--- src/rtl/calc_pkg.sv ---
// Shared widths and FSM encoding for the calculator datapath.
// The multiplier, divider and LED mux all size themselves from here.
package calc_pkg;

  localparam int OPW_DEF = 4;
  localparam int RW_DEF  = 2 * OPW_DEF;

  typedef enum logic [1:0] {
    S_IDLE = 2'd0,
    S_CALC = 2'd1,
    S_DONE = 2'd2
  } state_e;

endpackage

--- src/rtl/shift_add_multiplier.sv ---
// Sequential unsigned shift-and-add multiplier.
// Takes OPW CALC cycles per product; accepts back-to-back starts from DONE.
module shift_add_multiplier
  import calc_pkg::*;
#(
  parameter int OPW = OPW_DEF
) (
  input  logic              clk,
  input  logic              rst,
  input  logic              start,
  input  logic [OPW-1:0]    a,
  input  logic [OPW-1:0]    b,
  output logic [2*OPW-1:0]  product,
  output logic              busy,
  output logic              done
);

  localparam int RW = 2 * OPW;
  localparam int CW = $clog2(OPW + 1);

  state_e          state_q;
  logic [RW-1:0]   mcand_q;
  logic [OPW-1:0]  mplier_q;
  logic [RW-1:0]   acc_q;
  logic [RW-1:0]   acc_d;
  logic [RW-1:0]   prod_q;
  logic [CW-1:0]   cnt_q;
  logic            busy_q;
  logic            done_q;
  logic            last_c;

  always_comb begin
    acc_d = acc_q;
    if (mplier_q[0]) acc_d = acc_q + mcand_q;
  end

  assign last_c = (cnt_q == CW'(OPW - 1));

  always_ff @(posedge clk) begin
    if (rst) begin
      state_q  <= S_IDLE;
      mcand_q  <= '0;
      mplier_q <= '0;
      acc_q    <= '0;
      prod_q   <= '0;
      cnt_q    <= '0;
      busy_q   <= 1'b0;
      done_q   <= 1'b0;
    end else begin
      done_q <= 1'b0;
      unique case (state_q)
        S_IDLE, S_DONE: begin
          busy_q <= 1'b0;
          if (start) begin
            mcand_q  <= RW'(a);
            mplier_q <= b;
            acc_q    <= '0;
            cnt_q    <= '0;
            busy_q   <= 1'b1;
            state_q  <= S_CALC;
          end else begin
            state_q <= S_IDLE;
          end
        end
        S_CALC: begin
          acc_q    <= acc_d;
          mcand_q  <= mcand_q << 1;
          mplier_q <= mplier_q >> 1;
          cnt_q    <= cnt_q + 1'b1;
          // Fixed OPW steps: result lands in product on the DONE-entry edge.
          if (last_c) begin
            state_q <= S_DONE;
            prod_q  <= acc_d;
            busy_q  <= 1'b0;
            done_q  <= 1'b1;
          end
        end
        default: state_q <= S_IDLE;
      endcase
    end
  end

  assign product = prod_q;
  assign busy    = busy_q;
  assign done    = done_q;

endmodule

--- config.mk ---
export PLATFORM = sky130hd
export DESIGN_NAME = shift_add_multiplier
export DESIGN_NICKNAME = d
export VERILOG_FILES = /design/src/rtl/calc_pkg.sv /design/src/rtl/shift_add_multiplier.sv
export SDC_FILE = /design/constraint.sdc
export NUM_CORES = 1
export LEC_CHECK = 0
export ABC_AREA = 1
export ABC_CLOCK_PERIOD_IN_PS = 1800
export BUFFER_PORTS_ARGS = -buffer_cell sky130_fd_sc_hd__buf_2
export CAP_MARGIN = 25
export CORE_MARGIN = 2
export CORE_UTILIZATION = 45
export DETAILED_ROUTE_END_ITERATION = 10
export REMOVE_ABC_BUFFERS = 1
export SETUP_SLACK_MARGIN = 0.5
export SYNTH_ARGS = -nofsm -noshare
export SYNTH_HDL_FRONTEND = slang
export SYNTH_SLANG_ARGS = --single-unit
--- constraint.sdc ---
create_clock -name clk -period 1.8 [get_ports clk]
set_clock_uncertainty 0.1 [all_clocks]
set_input_delay 0.27 -clock clk [delete_from_list [all_inputs] [get_ports clk]]
set_output_delay 0.27 -clock clk [all_outputs]
set_load 0.005 [all_outputs]
==> results of run 1 <==
synth_stat cells:
cell,instances,area [sq um]
nand2_1,69,259
inv_1,19,71.3
fa_1,1,20.0
clkinv_1,1,3.75
nor2_4,1,11.3
ha_1,9,113
nand2_2,1,6.26
nor2_1,17,63.8
inv_2,1,3.75
nand2_8,1,20.0
inv_8,1,11.3
nor3_1,2,10.0
clkbuf_1,2,7.51
o21ai_0,5,25.0
o221ai_1,3,26.3
inv_6,1,8.76
buf_12,1,20.0
xnor2_1,2,17.5
dfxtp_1,35,701
nand3_1,17,85.1
a211oi_2,2,25.0
nand3b_1,3,22.5
o22ai_1,1,6.26
o21a_1,3,22.5
o211ai_1,1,7.51
a21oi_1,23,115
buf_4,1,7.51
a21oi_2,2,17.5
or2_2,5,31.3
buf_6,1,11.3
nor2_8,1,20.0
buf_2,2,10.0
or2_1,1,6.26
path summary, 6_finish.rpt:
check | from | to | slack, ns | cells after the start
worst max register to register | mcand_q[0]$_SDFFE_PP0P_ | product[6]$_SDFFE_PP0P_ | 0.14 | 12
worst min register to register | mplier_q[3]$_SDFFE_PP0P_ | mplier_q[3]$_SDFFE_PP0P_ | 0.36 | 2
worst min-delay path | b[1] | mplier_q[1]$_SDFFE_PP0P_ | 0.10 | 3
worst max-delay path | mcand_q[0]$_SDFFE_PP0P_ | product[6]$_SDFFE_PP0P_ | 0.14 | 12
per-layer routing:
layer	part of all wire [%]	vias to the layer above
li1	-	829
met1	49	714
met2	46	32
met3	3.7	6
met4	1.2	0
met5	0	-
power groups by stage:
| stage | clock network [mW] | logic, mW | registers, mW |
|---|---|---|---|
| after CTS | 0.575 | 0.244 | 0.838 |
| final | 0.562 | 0.254 | 0.838 |
| after global routing | 0.606 | 0.286 | 0.843 |
| after detailed placement | 0 | 0.229 | 0.849 |
| after global placement | 0 | 0.229 | 0.849 |
| after floorplan | 0 | 0.157 | 0.843 |
state kept, by name, summed over array words and instances (netlist names):
signal    cells
product       8
acc_q         8
mcand_q       8
mplier_q      4
cnt_q         3
state_q       2
done          1
busy          1
cell type report:
class	instances	area, sq um
fillers	369	1510
clock inverters	2	12.5
repair buffers	33	198
inverters	23	103
well taps	48	60.1
multi-input cells	170	1070
clock buffers	6	72.6
flip-flops and latches	35	718
cell families (layout without fill, tap and decap cells):
| kind of cell | Yosys count | count (layout) | share of synthesized area, % |
|---|---|---|---|
| buffers and inverters | 30 | 64 | 8.68 |
| and+or+nand+nor | 118 | 118 | 30.0 |
| AOI/OAI and AO/OA | 40 | 40 | 13.7 |
| adders and majority gates | 10 | 10 | 7.42 |
| DFF | 35 | 35 | 39.2 |
| xor gates and xnor gates | 2 | 2 | 0.981 |
worst min-delay path: cells and delay by family:
kind / cells / cell delay, ns
buf+inv: 1 / 0.08
simple gates: 2 / 0.11
what timing repair did:
action                                  CTS  global route
endpoints found under the setup margin   17            28
endpoints found under the hold margin     0             0
pin swaps                                15             6
gates cloned                              0             0
buffers inserted                          5             1
gates resized for setup                  29            15
hold buffers                              0             0
==> results.json, run 1 <==
{
  "cts.sink_count": 35,
  "routed_wl_mm": 4.01,
  "postSynthCellCount": 235,
  "fin_util_pct": 59.7,
  "nets": 289,
  "first_pass_iters": 4,
  "layout-drive-gt1-share_pct": 34.9,
  "gr-total-overflow": 0,
  "io_buffers": 20,
  "max_stage_delay_ns": 0.34,
  "synth_warnings": 0,
  "sw_frac_of_total_pct": 28.7,
  "rsz0062_at_grt": "true",
  "vdd_drop_max_mv": 0.650,
  "mostFrequentLayoutCell": "nand2_1",
  "critical-path-top-delay-family": "simple AND/OR/NAND/NOR gates",
  "numCtsBuffers": 5,
  "tightest_slew_ns": 0.332,
  "dpl_cell_area_sq_um": 1940,
  "cpMostUsedCell": "nand2_1",
  "final_cell_mix": "nand2_1 (65), dfxtp_1 (23), buf_2 (20)",
  "synth.distinct_cells": 33,
  "dp_hpwl_mm": 2.66,
  "switching_power_mw": 0.474,
  "crit_buf_inv": 1,
  "grt_pass1_wl_mm": 6.93,
  "routedWlPerCell_um": 12.6,
  "comb_power_share_pct": 15.3,
  "routed_via_density": 4.99,
  "cp_max_fo": 3,
  "insertion_delay_ns": 0.29,
  "fp.coreArea_sq_um": 3740,
  "hp-class": "input port to flip-flop",
  "fin_crit_ns": 1.66,
  "pre_cts_slack_ns": 0.0268,
  "drc": 0,
  "initial_core_util_pct": 47.7,
  "p_int_mw": 1.18,
  "clockBufferDepth": 2,
  "final_antenna_net_count": 0,
  "slew_headroom_pct": 77.9,
  "p_leak_nw": 0.929,
  "syn_area_sq_um": 1790,
  "avgSynthCellArea_sq_um": 7.60,
  "clk_pin_slew_worst_paths_ns": 0.07,
  "dp_cells": 303,
  "die_area_sq_um": 4490,
  "die_h_um": 67.0,
  "diodes": 0,
  "crit_chain": "ha_4, fa_2, nand2_1, nand2_2, nand3b_1, nand2_1, nand2_1, nand3_2, nand2_1, nand2_1, nand2_1, inv_1",
  "finalSetupTns_ns": 0,
  "busiest_layer": "met2",
  "fin_area_sq_um": 2240,
  "ys_seq_elements": 35,
  "grt_use_met2_pct": 33.0,
  "worst_slack_ns": 0.145,
  "slew_violations": 0,
  "place_congestion": 0.792,
  "finalPower_mw": 1.65,
  "whs_ns": 0.104,
  "clockPowerShare_pct": 34.0,
  "critical_path_arrival_ns": 1.75,
  "outcome": "finished clean",
  "grt_util_all_layers_pct": 20.8,
  "hold_viol_final": 0,
  "grt_max_degree": 26,
  "crit_path_start_kind": "flip-flop",
  "end_kind": "flip-flop",
  "grt_antenna_before_repair": 0,
  "area_delta_synth_final_pct": 25.1,
  "cts_max_level": 2,
  "fmax_mhz": 604,
  "fin_cells": 317,
  "ioPinCount": 21,
  "vias": 1581,
  "crit_type": "flip-flop to flip-flop",
  "met1_usage_pct": 27.3,
  "worstPathRequired_ns": 1.90,
  "die_w_um": 67.0,
  "first_global_vias": 1540,
  "slowest_stage": "dfxtp_2",
  "fin_crit_sh_pct": 92.0,
  "clockRootBuffer": "clkbuf_8",
  "cap_violations": 0,
  "pwr_density_cell_nw_per_um2": 740,
  "rows": 22,
  "met3_usage_pct": 4.56,
  "tritoncts": "done",
  "pwr-share-seq_pct": 50.7,
  "setup-violations-final": 0,
  "drtIter0Drc": 100,
  "yosysSeqAreaShare_pct": 39.2
}
Power figures use the tool's default switching activity.
==> inputs of run 2 (changes only) <==
--- a/config.mk
+++ b/config.mk
@@ -5,7 +5,6 @@
 export SDC_FILE = /design/constraint.sdc
 export NUM_CORES = 1
 export LEC_CHECK = 0
-export ABC_AREA = 1
 export ABC_CLOCK_PERIOD_IN_PS = 1800
 export BUFFER_PORTS_ARGS = -buffer_cell sky130_fd_sc_hd__buf_2
 export CAP_MARGIN = 25
==> run 2 against run 1 <==
Net effect: the flow now finishes with violations (negative setup slack); fmax fell by 19%; combinational power rose by 11%; setup slack got worse by 0.39 ns; sequential share of layout area fell by 3.4 points; cell area rose by 12%; critical endpoint is now product[2]$_SDFFE_PP0P_; highest routed layer unchanged.
==> results.json, run 2 <==
{
  "outcome": "finished with violations",
  "violations": "negative setup slack",
  "fmax_mhz": 489,
  "diodes": 0,
  "highest_layer": "met4",
  "grt_antenna_before_repair": 0,
  "wirelength_met1_mm": 2.03,
  "yosysMostFrequentCell": "dfxtp_1",
  "avgSynthCellArea_sq_um": 8.82,
  "pre_cts_slack_ns": -0.284,
  "clockPowerShare_pct": 34.1,
  "ff2ff_setup_slack_ns": -0.25,
  "cp-startpoint": "acc_q[0]$_SDFFE_PP0P_",
  "async_reset_ff_share_pct": 0,
  "io_buffers": 20,
  "cp_max_fo": 2,
  "die_h_um": 65.5,
  "hold_viol_final": 0,
  "worst_slack_ns": -0.245,
  "ys_top_cells_by_area": "dfxtp_1 (41%), nor2_1 (7.3%), ha_1 (6.6%), a21oi_1 (4.7%), a22oi_1 (3.5%)",
  "synth.distinct_cells": 44,
  "drc": 0,
  "p_int_mw": 1.23,
  "grt_max_degree": 15,
  "synth.largest_area_cell": "dfxtp_1",
  "crit_end": "product[2]$_SDFFE_PP0P_",
  "fin_area_sq_um": 2490,
  "cts.sink_count": 35,
  "final_cell_mix": "buf_4 (30), nor2_1 (27), dfxtp_1 (27)",
  "clockRootBuffer": "clkbuf_8",
  "critical_path_arrival_ns": 2.17,
  "switching_power_mw": 0.450,
  "tritoncts": "done",
  "sw_frac_of_total_pct": 26.9,
  "worstReg2RegEnd": "product[2]$_SDFFE_PP0P_",
  "clk_pin_slew_worst_paths_ns": 0.07,
  "pwr_density_cell_nw_per_um2": 673,
  "postSynthCellCount": 193,
  "dp_cells": 274,
  "crit_path_start_kind": "flip-flop",
  "clockBufferDepth": 2,
  "finalPower_mw": 1.68,
  "grt_pass1_wl_mm": 7.68,
  "yosysSeqAreaShare_pct": 41.2,
  "ioPinCount": 21,
  "first_global_vias": 1654,
  "fp.coreArea_sq_um": 3660,
  "comb_power_share_pct": 16.8,
  "fin_crit_ns": 2.05,
  "slew_headroom_pct": 67.4,
  "routedWlPerCell_um": 16.1,
  "cpMostUsedCell": "buf_6",
  "rsz0062_at_grt": "true",
  "synth_warnings": 0,
  "grt_util_all_layers_pct": 23.4,
  "routed_via_density": 5.63,
  "cts_max_level": 2,
  "max_stage_delay_ns": 0.39,
  "area_delta_synth_final_pct": 46.5,
  "rows": 22,
  "dp_hpwl_mm": 2.97,
  "dpl_cell_area_sq_um": 2000,
  "place_congestion": 0.853,
  "ys_seq_elements": 35,
  "mostFrequentLayoutCell": "buf_4",
  "insertion_delay_ns": 0.28,
  "crit_chain": "ha_4, fa_2, buf_4, buf_6, buf_6, xnor2_2, nand2_1, o211ai_1, or2_4, a21oi_2",
  "hp-class": "input port to flip-flop",
  "die_area_sq_um": 4290,
  "final_antenna_net_count": 0,
  "initial_core_util_pct": 46.5,
  "reg2reg_from": "acc_q[0]$_SDFFE_PP0P_",
  "routed_wl_mm": 4.77,
  "setup-violations-final": 12,
  "vdd_drop_max_mv": 0.600,
  "pwr-share-seq_pct": 49.0,
  "ys_top_cells_by_count": "dfxtp_1 (35), nor2_1 (33), a21oi_1 (16), nand2_1 (10)",
  "gr-total-overflow": 0,
  "tightest_slew_ns": 0.490,
  "end_kind": "flip-flop",
  "first_pass_iters": 4,
  "whs_ns": 0.141,
  "drtIter0Drc": 90,
  "synth_edf_count": 0,
  "vias": 1665,
  "met3_length_um": 206,
  "nets": 269,
  "fin_cells": 296,
  "worstPathRequired_ns": 1.92,
  "syn_area_sq_um": 1700,
  "slew_violations": 0,
  "fin_crit_sh_pct": 114,
  "synth_flop_cell": "dfxtp_1",
  "layout-drive-gt1-share_pct": 48.0,
  "cap_violations": 0,
  "crit_type": "flip-flop to flip-flop",
  "reg2regPathDepth": 10,
  "synth_top_area_share_pct": 41.2,
  "slowest_stage": "fa_2",
  "numCtsBuffers": 5,
  "p_leak_nw": 0.996,
  "die_w_um": 65.5,
  "met2_length_mm": 2.39
}
-- run 2: routing by layer --
metal,vias to the layer above,track usage (%)
li1,811,-
met1,794,27.9
met2,46,41.3
met3,14,5.99
met4,0,6.77
met5,-,0
-- run 2: kinds of logic (layout without fill, tap and decap cells) --
kind of cell	after synthesis	in the layout	synth area share (%)
AO/OA/AOI/OAI	52	52	22.3
XOR/XNOR	3	3	1.54
adder cells (fa/ha/maj)	10	10	7.79
buffers and inverters	14	69	3.38
flip-flops	35	35	41.2
multiplexers	4	4	2.35
AND/OR/NAND/NOR	75	75	21.5
-- run 2: worst min path at each step --
stage | from | endpoint | slack (ns) | cells past startpoint
3_5_place_dp | product[2]$_SDFFE_PP0P_ | product[2]$_SDFFE_PP0P_ | 0.35 | 2
3_3_place_gp | product[2]$_SDFFE_PP0P_ | product[2]$_SDFFE_PP0P_ | 0.35 | 2
4_1_cts | b[3] | mplier_q[3]$_SDFFE_PP0P_ | 0.14 | 3
2_1_floorplan | rst | product[5]$_SDFFE_PP0P_ | 0.23 | 1
6_report | b[3] | mplier_q[3]$_SDFFE_PP0P_ | 0.14 | 3
5_1_grt | b[3] | mplier_q[3]$_SDFFE_PP0P_ | 0.16 | 3
-- run 2: final cells by class --
type	instances	area, sq um
clock buffers	6	82.6
fillers	284	1170
multi-input cells	144	1190
inverters	3	13.8
well taps	48	60.1
clock inverters	1	5.00
repair buffers	59	427
flip-flops and latches	35	716
-- run 2: through the flow --
step	utilization [%]	TNS (ns)
6_report	68.1	-1.91
5_1_grt	68.1	-2.81
4_1_cts	64.1	-1.47
3_5_place_dp	54.5	-1.12
3_3_place_gp	54.5	-0.850
2_1_floorplan	-	-0.594
-- run 2: repair_timing --
action / CTS / global route
pin swaps: 26 / 17
setup buffers: 10 / 5
hold buffers: 0 / 0
resized for setup: 45 / 24
endpoints found under the setup margin: 34 / 31
cloned: 0 / 0
hold endpoints to repair: 0 / 0
-- run 2: power by group through the flow --
stage	combinational, mW	sequential, mW	clock, mW
detailed placement	0.211	0.835	0
global placement	0.207	0.834	0
floorplan	0.105	0.840	0
global route	0.304	0.824	0.623
finish	0.282	0.822	0.572
CTS	0.244	0.821	0.588
-- run 2: critical path, delay by kind of cell (launching register included) --
family,cells,cell delay [ns]
AO/OA/AOI/OAI,2,0.20
buffers and inverters,3,0.38
flip-flops,1,0.34
adder cells (fa/ha/maj),2,0.55
XOR/XNOR,1,0.12
AND/OR/NAND/NOR,2,0.31
